<file path="src/rtl/vga_timing_pkg.sv">
// Shared VGA timing constants: default 800x600 mode, derived totals and output widths.
// Imported by vga_timing_gen, vga_axis_counter users and display_monitor.
package vga_timing_pkg;

    localparam int unsigned H_VISIBLE_DEF = 800;
    localparam int unsigned H_FP_DEF      = 56;
    localparam int unsigned H_SYNC_DEF    = 120;
    localparam int unsigned H_BP_DEF      = 64;
    localparam int unsigned V_VISIBLE_DEF = 600;
    localparam int unsigned V_FP_DEF      = 37;
    localparam int unsigned V_SYNC_DEF    = 6;
    localparam int unsigned V_BP_DEF      = 23;

    localparam int unsigned H_TOTAL_DEF = H_VISIBLE_DEF + H_FP_DEF + H_SYNC_DEF + H_BP_DEF;
    localparam int unsigned V_TOTAL_DEF = V_VISIBLE_DEF + V_FP_DEF + V_SYNC_DEF + V_BP_DEF;

    // 480000 active pixels, last line index 665
    localparam int unsigned PIXELS_DEF = H_VISIBLE_DEF * V_VISIBLE_DEF;
    localparam int unsigned V_LAST_DEF = V_TOTAL_DEF - 1;

    localparam int unsigned X_W   = 11;
    localparam int unsigned Y_W   = 10;
    localparam int unsigned PIX_W = 20;

endpackage

</file>
<file path="src/rtl/vga_axis_counter.sv">
// One timing axis: wrapping position counter with carry-out, plus visible
// and sync-window decodes of the current count.
module vga_axis_counter #(
    parameter int unsigned W          = 11,
    parameter int unsigned TOTAL      = 1040,
    parameter int unsigned VISIBLE    = 800,
    parameter int unsigned SYNC_START = 856,
    parameter int unsigned SYNC_END   = 976
) (
    input  logic         clk_i,
    input  logic         rst_i,
    input  logic         en_i,
    output logic [W-1:0] count_o,
    output logic         wrap_o,
    output logic         zero_o,
    output logic         visible_o,
    output logic         sync_o
);

    localparam logic [W-1:0] LAST    = W'(TOTAL - 1);
    localparam logic [W-1:0] VIS_END = W'(VISIBLE);
    localparam logic [W-1:0] S_START = W'(SYNC_START);
    localparam logic [W-1:0] S_END   = W'(SYNC_END);

    logic [W-1:0] count_q, count_d;

    always_comb begin
        count_d = count_q;
        if (en_i) begin
            count_d = (count_q == LAST) ? '0 : count_q + W'(1);
        end
    end

    always_ff @(posedge clk_i or posedge rst_i) begin
        if (rst_i) begin
            count_q <= '0;
        end else begin
            count_q <= count_d;
        end
    end

    // Carry is qualified by enable so a vertical instance only wraps on a line wrap
    assign wrap_o    = en_i && (count_q == LAST);
    assign zero_o    = (count_q == '0);
    assign visible_o = (count_q < VIS_END);
    assign sync_o    = (count_q >= S_START) && (count_q < S_END);
    assign count_o   = count_q;

endmodule

</file>
<file path="src/rtl/vga_timing_gen.sv">
// VGA raster timing generator: h/v counters, registered sync/visible/pulse
// decodes and a linear active-pixel index, all with one cycle of latency.
module vga_timing_gen
    import vga_timing_pkg::*;
#(
    parameter int unsigned H_VISIBLE = H_VISIBLE_DEF,
    parameter int unsigned H_FP      = H_FP_DEF,
    parameter int unsigned H_SYNC    = H_SYNC_DEF,
    parameter int unsigned H_BP      = H_BP_DEF,
    parameter int unsigned V_VISIBLE = V_VISIBLE_DEF,
    parameter int unsigned V_FP      = V_FP_DEF,
    parameter int unsigned V_SYNC    = V_SYNC_DEF,
    parameter int unsigned V_BP      = V_BP_DEF,
    parameter bit          HSYNC_POL = 1'b1,
    parameter bit          VSYNC_POL = 1'b1
) (
    input  logic             rst,
    input  logic             vga_clk,
    output logic             hsync,
    output logic             vsync,
    output logic             visible,
    output logic             line,
    output logic             frame,
    output logic [PIX_W-1:0] pixel,
    output logic [X_W-1:0]   x,
    output logic [Y_W-1:0]   y
);

    localparam int unsigned H_TOTAL = H_VISIBLE + H_FP + H_SYNC + H_BP;
    localparam int unsigned V_TOTAL = V_VISIBLE + V_FP + V_SYNC + V_BP;
    localparam logic [PIX_W-1:0] IDX_LAST = PIX_W'(H_VISIBLE * V_VISIBLE - 1);

    logic [X_W-1:0] h;
    logic [Y_W-1:0] v;
    logic h_wrap, h_zero, h_vis, h_sync;
    logic v_wrap, v_zero, v_vis, v_sync;

    vga_axis_counter #(
        .W(X_W), .TOTAL(H_TOTAL), .VISIBLE(H_VISIBLE),
        .SYNC_START(H_VISIBLE + H_FP), .SYNC_END(H_VISIBLE + H_FP + H_SYNC)
    ) u_h_axis (
        .clk_i(vga_clk), .rst_i(rst), .en_i(1'b1),
        .count_o(h), .wrap_o(h_wrap), .zero_o(h_zero),
        .visible_o(h_vis), .sync_o(h_sync)
    );

    vga_axis_counter #(
        .W(Y_W), .TOTAL(V_TOTAL), .VISIBLE(V_VISIBLE),
        .SYNC_START(V_VISIBLE + V_FP), .SYNC_END(V_VISIBLE + V_FP + V_SYNC)
    ) u_v_axis (
        .clk_i(vga_clk), .rst_i(rst), .en_i(h_wrap),
        .count_o(v), .wrap_o(v_wrap), .zero_o(v_zero),
        .visible_o(v_vis), .sync_o(v_sync)
    );

    logic [PIX_W-1:0] idx_q, idx_d;
    logic             vis_now;

    assign vis_now = h_vis && v_vis;

    // Index advances after each active pixel; forced to 0 at frame end as a resync
    always_comb begin
        idx_d = idx_q;
        if (v_wrap) begin
            idx_d = '0;
        end else if (vis_now) begin
            idx_d = (idx_q == IDX_LAST) ? '0 : idx_q + PIX_W'(1);
        end
    end

    logic             hsync_q, vsync_q, visible_q, line_q, frame_q;
    logic [PIX_W-1:0] pixel_q;
    logic [X_W-1:0]   x_q;
    logic [Y_W-1:0]   y_q;

    always_ff @(posedge vga_clk or posedge rst) begin
        if (rst) begin
            idx_q     <= '0;
            hsync_q   <= ~HSYNC_POL;
            vsync_q   <= ~VSYNC_POL;
            visible_q <= 1'b0;
            line_q    <= 1'b0;
            frame_q   <= 1'b0;
            pixel_q   <= '0;
            x_q       <= '0;
            y_q       <= '0;
        end else begin
            idx_q     <= idx_d;
            hsync_q   <= h_sync ? HSYNC_POL : ~HSYNC_POL;
            vsync_q   <= v_sync ? VSYNC_POL : ~VSYNC_POL;
            visible_q <= vis_now;
            line_q    <= h_zero;
            frame_q   <= h_zero && v_zero;
            pixel_q   <= idx_q;
            x_q       <= h;
            y_q       <= v;
        end
    end

    assign hsync   = hsync_q;
    assign vsync   = vsync_q;
    assign visible = visible_q;
    assign line    = line_q;
    assign frame   = frame_q;
    assign pixel   = pixel_q;
    assign x       = x_q;
    assign y       = y_q;

endmodule

</file>
<file path="config.mk">
export PLATFORM = sky130hd
export DESIGN_NAME = vga_timing_gen
export DESIGN_NICKNAME = d
export VERILOG_FILES = /design/src/rtl/vga_timing_pkg.sv /design/src/rtl/vga_axis_counter.sv /design/src/rtl/vga_timing_gen.sv
export SDC_FILE = /design/constraint.sdc
export NUM_CORES = 1
export LEC_CHECK = 0
export ABC_AREA = 1
export BUFFER_PORTS_ARGS = -buffer_cell sky130_fd_sc_hd__buf_4
export CORE_MARGIN = 2
export CORE_UTILIZATION = 35
export CTS_BUF_LIST = sky130_fd_sc_hd__clkbuf_2
export CTS_CLUSTER_SIZE = 12
export DETAILED_ROUTE_END_ITERATION = 6
export MAX_ROUTING_LAYER = met4
export PLACE_DENSITY_LB_ADDON = 0.3
export SLEW_MARGIN = 20
export SYNTH_ARGS = -nofsm -noshare
export SYNTH_HDL_FRONTEND = slang
export SYNTH_SLANG_ARGS = --single-unit
</file>
<file path="constraint.sdc">
create_clock -name vga_clk -period 9.2 [get_ports vga_clk]
set_clock_uncertainty 0.2 [all_clocks]
set_input_delay 1.84 -clock vga_clk [delete_from_list [all_inputs] [get_ports vga_clk]]
set_output_delay 1.84 -clock vga_clk [all_outputs]
set_load 0.01 [all_outputs]
</file>
==> parameters.txt, run 1 <==
Parameter                              Value

Power and ir drop
  Worst supply voltage drop on vdd ... between 0.05 and 0.06 mV
  Sequential share of power ... between 60% and 70%
  Part of the total power dissipated in combinational logic ... ~1.3%
  Clock network fraction of total power ... about a third
  Total leakage power ... approximately 2.3 nW
  Sw power ... ~0.00014 W
  Total power divided by cell area ... between 100 and 150 nW/µm²
  Internal power summed over all cells ... 0.000447 W
  Switching fraction of total power ... about a quarter

Setup path
  Crit path largest cell delay ... between 0.4 and 0.5 ns
  Worst EP required ... about 7.2 ns
  Worst Setup Path Type ... flip-flop to output pin
  Gate family responsible for the most delay along the worst path ... flip-flops
  Register-to-Register Setup Slack ... 6.59 ns
  Worst Reg2Reg Path Length in Cells ... 8
  CP Data Arrival Time ... around 1.2 ns
  Crit-path slowest cell ... sky130_fd_sc_hd__dfrtp_1
  CP Cell Sequence ... buf_4
  Endpoint of the worst-slack reg-to-reg timing path ... idx_q[12]$_DFFE_PP0P_
  Crit path buffers/inverters ... 1
  Startpoint of the lowest-slack register-to-register path ... u_h_axis.count_o[0]$_DFF_PP0_
  Worst Setup End Kind ... output pin
  Critical path launch point type ... flip-flop
  Crit path max fanout ... 1

Flow run
  Max capacitance violation total ... 0

CTS
  Hold-fix buffers at CTS ... 0
  Number of CTS-inserted buffers ... 9
  Clock tree from TritonCTS ... done
  Maximum level of the CTS H-tree ... 3
  Post-CTS setup repair buffer count ... 0
  Clock slew at the register clock pins of the worst setup and hold paths ... approximately 0.23 ns
  Maximum count of clock buffers along a single path ... 2
  Clock sink count ... 87
  Worst-skew pair later-pin latency ... between 0.5 and 0.6 ns
  Root buf cell ... sky130_fd_sc_hd__clkbuf_2
  Post_cts resized ... 0

Route
  Wire length reported by the detailed router ... between 8000 and 9000 µm
  DR pass1 iterations ... 4
  Post-DR vias/cell ... ~4.8
  Routed wire length per instance ... between 10 and 15 µm
  Residual DRC ... 0
  ANT nets after route ... 0
  Vias after detailed routing ... about 3,200
  Detailed router's first-iteration violation count ... 269

STA
  Tightest Pin Transition ... ~0.76 ns
  Final count of pins violating max slew ... 0
  Final cycle utilization of the critical path ... a little over a third
  Summed negative setup slack over all endpoints ... 0 ns
  Worst max-slew margin expressed relative to the limit ... around half
  Achievable clock frequency ... 313 MHz
  Final worst path period need ... around 3.2 ns
  Number of failing setup endpoints in the final timing report ... 0
  Setup repair after global routing missed its margin ... no
  Hold violation total from the final report ... 0

Synth
  Dominant cells by area after synthesis ... sky130_fd_sc_hd__dfrtp_1 54%, sky130_fd_sc_hd__nand2_1 10%, sky130_fd_sc_hd__nor2_1 5.5%
  Async set-reset flop share out of synthesis ... 100%
  Cell types with the highest counts after synthesis ... 107 x sky130_fd_sc_hd__nand2_1, 87 x sky130_fd_sc_hd__dfrtp_1, 59 x sky130_fd_sc_hd__nor2_1
  Fraction of post-synthesis cell area in the top cell type by area ... around 54%
  Number of standard cells after synthesis ... 462
  Number of synthesized flops with an enable pin ... 0
  Dominant cell by count in the synthesized netlist ... sky130_fd_sc_hd__nand2_1
  Ys Warns ... 0
  Synthesis-stage register bit count ... just under 90
  Total standard cell area after synthesis ... roughly 4000 µm²
  Seq/Total Area, Yosys ... ~54%
  Number of distinct library cells after synthesis ... 37
  Synthesized area per cell ... about 8.7 µm²
  Mapped Nets ... approximately 470
  Ys flop type ... sky130_fd_sc_hd__dfrtp_1
  Dominant cell type by area after synthesis ... sky130_fd_sc_hd__dfrtp_1

Layout
  Area overhead of the layout relative to synthesis ... 15.2%
  Fraction of layout cells with a size suffix above 1 ... 17.9%
  Final Util ... between 40% and 50%
  # nets final ... 525
  Number of diodes ... 0
  Filler cell count ... 1,147

Min path
  Cell count of the worst hold path ... 0
  Worst min path class ... flip-flop to flip-flop
  Min-Delay Endpoint ... y[1]$_DFF_PP0_
  Start point of the worst min-delay path ... u_v_axis.count_o[1]$_DFFE_PP0N_

Global route
  Global-route wire length before repair ... approximately 14,000 µm
  Antenna violations before repair ... 0
  Most Crowded Layer GR ... met1
  Vias in the first global route ... between 2,000 and 3,000
  Met3 track utilization from global routing ... 2.34%
  Global-route usage over all layers ... roughly 15%
  Maximum number of pins on one net before global-route repair ... 88
  Met1 layer usage reported by global route ... about 20%
  Met2 demand-to-capacity share in global routing ... around a fifth
  GRT overflow ... 0

Placed design
  Sum of net half-perimeters after detailed placement ... between 5000 and 6000 µm
  Final RePlAce weighted congestion ... 0.940
  Total of buffers placed on input and output ports ... 47

Floorplanning
  Overall die area ... between 10,000 and 15,000 µm²
  Die extent in x ... ~110 µm
  Die boundary height ... ~110 µm
  Initial Util ... roughly 36%
  Top Ports ... 48
  Core footprint ... about 11,000 µm²
  Placement row count ... 39

Outcome
  Run status ... complete, no violations
-- registers in the layout (all words and copies together), names as in the netlist --
signal / flops
hsync: 1
u_h_axis.count_o: 11
idx_q: 20
y: 10
visible: 1
line: 1
pixel: 20
x: 11
frame: 1
vsync: 1
u_v_axis.count_o: 10
-- how the worst max path moves through the flow --
| stage | startpoint | endpoint | slack [ns] | cells past startpoint |
|---|---|---|---|---|
| after floorplan | rst | frame$_DFF_PP0_ | 4.91 | 1 |
| after global placement | rst | y[0]$_DFF_PP0_ | 6.08 | 3 |
| after detailed placement | rst | y[0]$_DFF_PP0_ | 6.04 | 3 |
| after CTS | pixel[16]$_DFF_PP0_ | pixel[16] | 5.97 | 1 |
| after global routing | pixel[15]$_DFF_PP0_ | pixel[15] | 5.94 | 1 |
| final | pixel[16]$_DFF_PP0_ | pixel[16] | 6.01 | 1 |
-- cells by family (layout without fill, tap and decap cells) --
group | count (synthesis) | in the layout | synth area share, %
AND/OR/NAND/NOR | 255 | 255 | 29.5
flip-flops | 87 | 87 | 54.0
buffers and inverters | 64 | 123 | 6.73
AO/OA/AOI/OAI | 39 | 39 | 5.49
XOR/XNOR | 10 | 10 | 2.17
adder cells (fa/ha/maj) | 7 | 7 | 2.17
-- cell usage in the layout (no fill, tap or decap), drive strengths merged, types with 2 or more instances in the layout --
cell | Yosys | routed
nand2 | 114 | 114
dfrtp | 87 | 87
nor2 | 69 | 69
inv | 59 | 59
buf | 4 | 48
nand3 | 35 | 35
o21ai | 22 | 22
nand4 | 17 | 17
nor3 | 16 | 16
xor2 | 10 | 10
a21oi | 10 | 10
clkbuf | 1 | 9
ha | 7 | 7
clkinv | 0 | 4
o21bai | 3 | 3
clkinvlp | 0 | 2
-- metrics by stage --
| stage | instance area [µm²] | cells | hold WS [ns] | setup WS [ns] | power, W |
|---|---|---|---|---|---|
| after floorplan | 4030 | 462 | 0.149 | 4.91 | 0.000395 |
| after global placement | 4530 | 648 | 0.191 | 6.08 | 0.000398 |
| after detailed placement | 4530 | 648 | 0.200 | 6.04 | 0.000398 |
| after CTS | 4640 | 664 | 0.248 | 5.97 | 0.000595 |
| after global routing | 4650 | 664 | 0.264 | 5.94 | 0.000611 |
| final | 4650 | 664 | 0.244 | 6.01 | 0.000587 |
-- cell type report --
| cell class | count | area, µm² | share of cell area [%] |
|---|---|---|---|
| sequential | 87 | 2180 | 46.8 |
| multi-input combinational | 311 | 1590 | 34.1 |
| clock buffer | 9 | 45.0 | 0.969 |
| tap | 143 | 179 | 3.85 |
| timing repair buffer | 48 | 364 | 7.83 |
| inverter | 59 | 225 | 4.85 |
| clock inverter | 7 | 72.6 | 1.56 |
-- power groups by stage --
stage	registers [W]	clock network [W]	logic, W
6_report	0.000383	0.000196	0.00000781
3_5_place_dp	0.000390	0	0.00000837
4_1_cts	0.000383	0.000204	0.00000835
3_3_place_gp	0.000390	0	0.00000809
5_1_grt	0.000384	0.000218	0.00000958
2_1_floorplan	0.000390	0	0.00000556
-- routing by layer --
metal / vias to the layer above / routed length (µm)
met5: - / 0
met4: 0 / 241
met3: 18 / 431
met2: 78 / 3590
met1: 1483 / 4150
li1: 1593 / -
Note: power is estimated with default switching activity, not from simulation.
==> inputs of run 2 (changes only) <==
Clock period 9.2 ns to 2.85 ns, I/O delays scaled along.
==> parameters.txt, run 2 (synthesized netlist as in run 1, its figures left out) <==
Parameter                              Value

Outcome
  Run status ... complete, no violations

Route
  Detailed router's first-iteration violation count ... 199 (-26%)
  Routed wire length per instance ... 13.4 µm (+5.8%)
  Wire length reported by the detailed router ... 8940 µm (+6.3%)
  ANT nets after route ... 0 (unchanged)
  Post-DR vias/cell ... 4.86 (+1.7%)
  DR pass1 iterations ... 4 (unchanged)
  Vias after detailed routing ... 3,240 (+2.1%)
  Residual DRC ... 0 (unchanged)

Floorplanning
  Core footprint ... 11,300 µm² (unchanged)
  Top Ports ... 48 (unchanged)
  Die boundary height ... 111 µm (unchanged)
  Die extent in x ... 111 µm (unchanged)
  Overall die area ... 12,400 µm² (unchanged)
  Initial Util ... 35.6% (unchanged)
  Placement row count ... 39 (unchanged)

STA
  Post-layout worst setup margin ... 0.655 ns (-5.35 ns)
  Hold violation total from the final report ... 0 (unchanged)
  Final worst path period need ... 2.19 ns
  Number of failing setup endpoints in the final timing report ... 0 (unchanged)
  Setup repair after global routing missed its margin ... no
  Final cycle utilization of the critical path ... between 70% and 80%
  Worst max-slew margin expressed relative to the limit ... 61.3% (+12 points)
  Tightest Pin Transition ... 0.579 ns (-0.183 ns)
  Hold_ws ... 0.235 ns (-0.00948 ns)
  Summed negative setup slack over all endpoints ... 0 ns (unchanged)
  Achievable clock frequency ... roughly 460 MHz
  Final count of pins violating max slew ... 0 (unchanged)

Setup path
  Worst Setup Path Type ... flip-flop to flip-flop
  CP Data Arrival Time ... 2.47 ns (+1.32 ns)
  Critical path launch point type ... flip-flop
  Crit path max fanout ... 11 (+10)
  Crit path largest cell delay ... 0.49 ns (+0.05 ns)
  Register-to-Register Setup Slack ... 0.66 ns (-5.93 ns)
  Worst Setup End Kind ... flip-flop
  Gate family responsible for the most delay along the worst path ... simple AND/OR/NAND/NOR gates
  Crit path buffers/inverters ... 2 (+1)
  CP Cell Sequence ... ha_1 -> nand2_2 -> nor2_4 -> inv_1 -> nor3_2 -> buf_4 -> nand2_1 -> nand3_1 -> o21ai_1
  Worst EP required ... 3.12 ns (-4.04 ns)
  Crit-path slowest cell ... sky130_fd_sc_hd__dfrtp_1

CTS
  Maximum count of clock buffers along a single path ... 2 (unchanged)
  Number of CTS-inserted buffers ... 9 (unchanged)
  Clock slew at the register clock pins of the worst setup and hold paths ... 0.22 ns (about the same)
  Clock sink count ... 87 (unchanged)
  Maximum level of the CTS H-tree ... 3 (unchanged)
  Post-CTS setup repair buffer count ... 0 (unchanged)
  Post_cts resized ... 0 (unchanged)
  Worst-skew pair later-pin latency ... 0.57 ns (about the same)
  Root buf cell ... sky130_fd_sc_hd__clkbuf_2
  Clock tree from TritonCTS ... done

Power and ir drop
  Post-layout power ... 0.00198 W (+240%)
  Worst supply voltage drop on vdd ... 0.163 mV (+170%)
  Total leakage power ... 2.30 nW (+1.0%)
  Total power divided by cell area ... 422 nW/µm² (+230%)

Global route
  Maximum number of pins on one net before global-route repair ... 35 (-60%)
  GRT overflow ... 0 (unchanged)
  Vias in the first global route ... 3,223 (+11%)
  Global-route usage over all layers ... 15.6% (+1.1 points)
  Antenna violations before repair ... 0 (unchanged)
  Global-route wire length before repair ... 15,100 µm (+6.9%)

Placed design
  DP Worst Slack ... 0.688 ns (-5.35 ns)
  Total of buffers placed on input and output ports ... 47 (unchanged)
  Sum of net half-perimeters after detailed placement ... 6420 µm (+8.7%)
  Final RePlAce weighted congestion ... 0.919 (-2.2%)
  Placed cell areas ... 4560 µm² (+0.66%)

Layout
  # nets final ... 528 (+0.57%)
  Filler cell count ... 1,145 (-0.17%)
  Final cell area excluding filler cells ... 4700 µm² (+1.1%)
  Fraction of layout cells with a size suffix above 1 ... 17.7% (-0.10 points)
  Commonest non-fill, non-tap cell in the layout ... sky130_fd_sc_hd__nand2_1
  Number of diodes ... 0 (unchanged)
  Area overhead of the layout relative to synthesis ... 16.5%
  Leading cell types in the layout, fill and taps excluded ... 107 x sky130_fd_sc_hd__nand2_1, 87 x sky130_fd_sc_hd__dfrtp_1, 59 x sky130_fd_sc_hd__nor2_1

Min path
  Worst min path class ... flip-flop to flip-flop

Flow run
  Max capacitance violation total ... 0 (unchanged)
## run 2: final timing paths
path | start | end | depth (start not counted)
min in group asynchronous | rst | pixel[1]$_DFF_PP0_ | 3
max in group asynchronous | rst | u_h_axis.count_o[3]$_DFF_PP0_ | 4
min | u_h_axis.count_o[1]$_DFF_PP0_ | x[1]$_DFF_PP0_ | 0
max | u_h_axis.count_o[0]$_DFF_PP0_ | idx_q[12]$_DFFE_PP0P_ | 9
min reg2reg | u_h_axis.count_o[1]$_DFF_PP0_ | x[1]$_DFF_PP0_ | 0
max reg2reg | u_h_axis.count_o[0]$_DFF_PP0_ | idx_q[12]$_DFFE_PP0P_ | 9
## run 2: layout make-up
| type | instances | area [µm²] | share of cell area, % |
|---|---|---|---|
| Clock inverter | 6 | 83.8 | 1.78 |
| Tap cell | 143 | 179 | 3.81 |
| Sequential cell | 87 | 2180 | 46.3 |
| Timing Repair Buffer | 51 | 398 | 8.46 |
| Inverter | 59 | 228 | 4.84 |
| Clock buffer | 10 | 50.0 | 1.06 |
| Multi-Input combinational cell | 311 | 1590 | 33.7 |
## run 2: repair_timing
item | CTS | global route
endpoints found under the setup margin | 0 | 0
hold buffers | 1 | 0
hold endpoints to repair | 24 | 0
## run 2: routing by layer
metal  part of all wire (%)  global-route usage, %  vias to the layer above
met2                     44                   21.9                      115
met3                    5.6                   3.86                       19
met4                    2.4                   6.91                        0
met1                     48                   21.5                     1515
li1                       -                      -                     1591
met5                      0                      -                        -
## run 2: power breakdown
| part | switching (W) | leakage, nW | internal [W] |
|---|---|---|---|
| clock network | 0.000424 | 0.0776 | 0.000291 |
| registers | 0 | 1.16 | 0.00124 |
| logic | 0.0000245 | 1.06 | 0.00000571 |
## run 2: per-stage QoR
| step | utilization, % | std cells |
|---|---|---|
| floorplan | - | 462 |
| global placement | 40.3 | 650 |
| detailed placement | 40.3 | 650 |
| CTS | 41.5 | 667 |
| global route | 41.5 | 667 |
| finish | 41.5 | 667 |
==> inputs of run 3 (changes only) <==
Settings changed: ABC_AREA 1 to 0.
Clock period 2.85 ns to 2.23 ns, I/O delays scaled along.
==> parameters.txt, run 3 <==
Parameter                              Value

STA
  Setup repair after global routing missed its margin ... yes
  Tightest Pin Transition ... 0.579 ns (+0.000331 ns)
  Worst max-slew margin expressed relative to the limit ... 61.3% (about the same)
  Hold violation total from the final report ... 0 (unchanged)
  Final count of pins violating max slew ... 0 (unchanged)
  Achievable clock frequency ... 468 MHz (+2.8%)
  Number of failing setup endpoints in the final timing report ... 0 (unchanged)
  Final cycle utilization of the critical path ... 95.8% (+19 points)
  Final worst path period need ... 2.14 ns (-0.0587 ns)

Synth
  Mapped Nets ... 322 (-32%)
  Number of standard cells after synthesis ... 313 (-32%)
  Number of synthesized flops with an enable pin ... 0 (unchanged)
  Number of distinct library cells after synthesis ... 45 (+22%)
  Ys Warns ... 0 (unchanged)
  Seq/Total Area, Yosys ... 60.2% (+6.2 points)
  Dominant cell by count in the synthesized netlist ... sky130_fd_sc_hd__dfrtp_1
  Cell types with the highest counts after synthesis ... 87 x sky130_fd_sc_hd__dfrtp_1, 23 x sky130_fd_sc_hd__a21oi_1, 23 x sky130_fd_sc_hd__nand2_1, 23 x sky130_fd_sc_hd__nor2_1
  Async set-reset flop share out of synthesis ... 100% (unchanged)
  Synthesized area per cell ... 11.6 µm² (+32%)
  Synthesis-stage register bit count ... 87 (unchanged)
  Total standard cell area after synthesis ... 3620 µm² (-10%)
  Dominant cell type by area after synthesis ... sky130_fd_sc_hd__dfrtp_1
  Dominant cells by area after synthesis ... sky130_fd_sc_hd__dfrtp_1 60%, sky130_fd_sc_hd__a21oi_1 3.2%, sky130_fd_sc_hd__xnor2_1 2.9%
  Ys flop type ... sky130_fd_sc_hd__dfrtp_1
  Fraction of post-synthesis cell area in the top cell type by area ... 60.2% (+6.2 points)

Setup path
  Crit-path slowest cell ... sky130_fd_sc_hd__or4b_1
  CP Data Arrival Time ... 2.41 ns (-0.06 ns)
  Crit path max fanout ... 7 (-4)
  Worst Setup End Kind ... flip-flop
  Register-to-Register Setup Slack ... 0.09 ns (-0.56 ns)
  Worst Reg2Reg Path Length in Cells ... 7 (-2)
  Endpoint of the worst-slack reg-to-reg timing path ... idx_q[16]$_DFFE_PP0P_
  Timing startpoint of the critical path ... u_h_axis.count_o[0]$_DFF_PP0_
  Critical path launch point type ... flip-flop
  Worst EP required ... 2.50 ns (-0.62 ns)
  Worst Setup Path Type ... flip-flop to flip-flop
  Timing endpoint of the critical path ... idx_q[16]$_DFFE_PP0P_
  Crit path largest cell delay ... 0.46 ns (-0.03 ns)
  Startpoint of the lowest-slack register-to-register path ... u_h_axis.count_o[0]$_DFF_PP0_
  CP Cell Sequence ... ha_2 -> and3_1 -> and4_4 -> and2_0 -> buf_4 -> or4b_1 -> o21ai_1

Layout
  Post-route insts no fill ... 547 (-18%)
  Area overhead of the layout relative to synthesis ... 26.3%
  Fraction of layout cells with a size suffix above 1 ... 30.4% (+13 points)
  Final Util ... 44.9% (+3.3 points)
  Leading cell types in the layout, fill and taps excluded ... 91 x sky130_fd_sc_hd__buf_4, 86 x sky130_fd_sc_hd__dfrtp_1, 23 x sky130_fd_sc_hd__nor2_1, 23 x sky130_fd_sc_hd__a21oi_1, 22 x sky130_fd_sc_hd__nand2_1
  Final cell area excluding filler cells ... 4570 µm² (-2.8%)
  # nets final ... 415 (-21%)
  Number of diodes ... 0 (unchanged)
  Commonest non-fill, non-tap cell in the layout ... sky130_fd_sc_hd__buf_4

Power and ir drop
  Part of the total power dissipated in combinational logic ... 1.6% (about the same)
  Post-layout power ... 0.00239 W (+21%)
  Sw power ... 0.000551 W (+23%)
  Total leakage power ... 2.22 nW (-3.6%)
  Switching fraction of total power ... 23.1% (+0.42 points)
  Sequential share of power ... 66.2% (+3.8 points)
  Worst supply voltage drop on vdd ... 0.240 mV (+47%)
  Total power divided by cell area ... 523 nW/µm² (+24%)
  Clock network fraction of total power ... 32.2% (-3.9 points)
  Internal power summed over all cells ... 0.00184 W (+20%)

Route
  Residual DRC ... 0 (unchanged)
  Routed wire length per instance ... 14.4 µm (+7.3%)
  Vias after detailed routing ... 2,679 (-17%)
  DR pass1 iterations ... 4 (unchanged)
  Wire length reported by the detailed router ... 7870 µm (-12%)
  ANT nets after route ... 0 (unchanged)
  Post-DR vias/cell ... 4.90 (+0.82%)
  Detailed router's first-iteration violation count ... 75 (-62%)

CTS
  Maximum level of the CTS H-tree ... 3 (unchanged)
  Worst-skew pair later-pin latency ... 0.54 ns (-0.03 ns)
  Root buf cell ... sky130_fd_sc_hd__clkbuf_2
  Clock tree from TritonCTS ... done
  Clock slew at the register clock pins of the worst setup and hold paths ... 0.23 ns (about the same)
  Maximum count of clock buffers along a single path ... 2 (unchanged)
  Clock sink count ... 87 (unchanged)
  Number of CTS-inserted buffers ... 9 (unchanged)

Placed design
  Total of buffers placed on input and output ports ... 47 (unchanged)
  Sum of net half-perimeters after detailed placement ... 5630 µm (-12%)
  Placed cell areas ... 4400 µm² (-3.3%)
  Final RePlAce weighted congestion ... 0.879 (-4.4%)
  Post-placement cell count ... 526 (-19%)

Global route
  Vias in the first global route ... 2,647 (-18%)
  Antenna violations before repair ... 0 (unchanged)
  GRT overflow ... 0 (unchanged)
  Global-route wire length before repair ... 13,000 µm (-14%)
  Maximum number of pins on one net before global-route repair ... 39 (+11%)
  Global-route usage over all layers ... 15.3% (-0.32 points)

Floorplanning
  Die extent in x ... 106 µm (-5.1%)
  Die boundary height ... 106 µm (-5.1%)
  Core footprint ... 10,200 µm² (-10%)
  Initial Util ... 35.5% (-0.13 points)
  Placement row count ... 37 (-5.1%)
  Overall die area ... 11,200 µm² (-10%)
  Top Ports ... 48 (unchanged)

Outcome
  Run status ... complete, no violations

Flow run
  Max capacitance violation total ... 0 (unchanged)

Min path
  Worst min path class ... flip-flop to flip-flop
  Cell count of the worst hold path ... 0 (unchanged)
## run 3: cell types whose count changed after synthesis, moves of 7 or more
cell                      change
sky130_fd_sc_hd__nand2_1     -84
sky130_fd_sc_hd__and3_1       +7
sky130_fd_sc_hd__a21oi_1     +15
sky130_fd_sc_hd__nor2_1      -36
sky130_fd_sc_hd__nand3_1     -19
sky130_fd_sc_hd__o21ai_1      -7
sky130_fd_sc_hd__xnor2_1     +12
sky130_fd_sc_hd__inv_1       -42
sky130_fd_sc_hd__nand4_1      -9
## run 3: worst max-delay path: cells and delay by family, from the launching register on
kind / cells / cell delay, ns
buf+inv: 1 / 0.17
flops: 1 / 0.44
simple gates: 4 / 1.00
compound gates: 1 / 0.08
fa+ha+maj: 1 / 0.19
## run 3: power by group through the flow
stage | Combinational (W) | Sequential (W) | Clock, W
after floorplan | 0.0000233 | 0.00161 | 0
after global placement | 0.0000408 | 0.00161 | 0
after detailed placement | 0.0000415 | 0.00161 | 0
after CTS | 0.0000426 | 0.00158 | 0.000810
after global routing | 0.0000480 | 0.00158 | 0.000872
final | 0.0000390 | 0.00158 | 0.000769
## run 3: layer usage
metal,vias to the layer above,track usage (%),wire [µm]
met5,-,-,0
met4,0,6.02,63
met1,1317,19.1,3550
li1,1291,-,-
met2,65,24.1,3950
met3,6,3.83,302
## run 3: worst min-delay path by stage
stage | from | end | slack [ns]
floorplan | u_v_axis.count_o[3]$_DFFE_PP0N_ | y[3]$_DFF_PP0_ | 0.15
global placement | idx_q[18]$_DFFE_PP0P_ | pixel[18]$_DFF_PP0_ | 0.22
detailed placement | idx_q[18]$_DFFE_PP0P_ | pixel[18]$_DFF_PP0_ | 0.22
CTS | rst | pixel[9]$_DFF_PP0_ | 0.26
global route | idx_q[9]$_DFFE_PP0P_ | pixel[9]$_DFF_PP0_ | 0.27
finish | idx_q[18]$_DFFE_PP0P_ | pixel[18]$_DFF_PP0_ | 0.26
## run 3: logic make-up (layout without fill, tap and decap cells)
logic type | after synthesis | count (layout) | synth area share (%)
flip-flops | 87 | 87 | 60.2
adder cells (fa/ha/maj) | 7 | 7 | 2.42
buffers and inverters | 25 | 123 | 3.70
multiplexers | 2 | 2 | 0.554
AO/OA/AOI/OAI | 50 | 50 | 8.41
AND/OR/NAND/NOR | 125 | 125 | 20.6
XOR/XNOR | 17 | 17 | 4.12
## run 3: cell type report
cell class | count | area (µm²)
inverter | 12 | 52.6
multi-input combinational | 201 | 1310
fill | 967 | 5620
clock inverter | 7 | 63.8
timing repair buffer | 95 | 744
clock buffer | 9 | 45.0
sequential | 87 | 2180
tap | 136 | 170
## run 3: through the flow
stage                     hold slack, ns  TNS (ns)  worst slack (ns)
after floorplan                    0.149         0          0.000180
after global placement             0.215         0            0.0916
after detailed placement           0.216         0            0.0560
after CTS                          0.258         0            0.0520
after global routing               0.271   -0.0446           -0.0319
final                              0.260         0            0.0938
## run 3: timing repair
item | 4_1_cts | 5_1_grt
endpoints found under the setup margin | 1 | 8
endpoints found under the hold margin | 24 | 0
buffers inserted | 1 | 3
hold buffers | 1 | 0
resized for setup | 0 | 5
pin swaps | 0 | 3
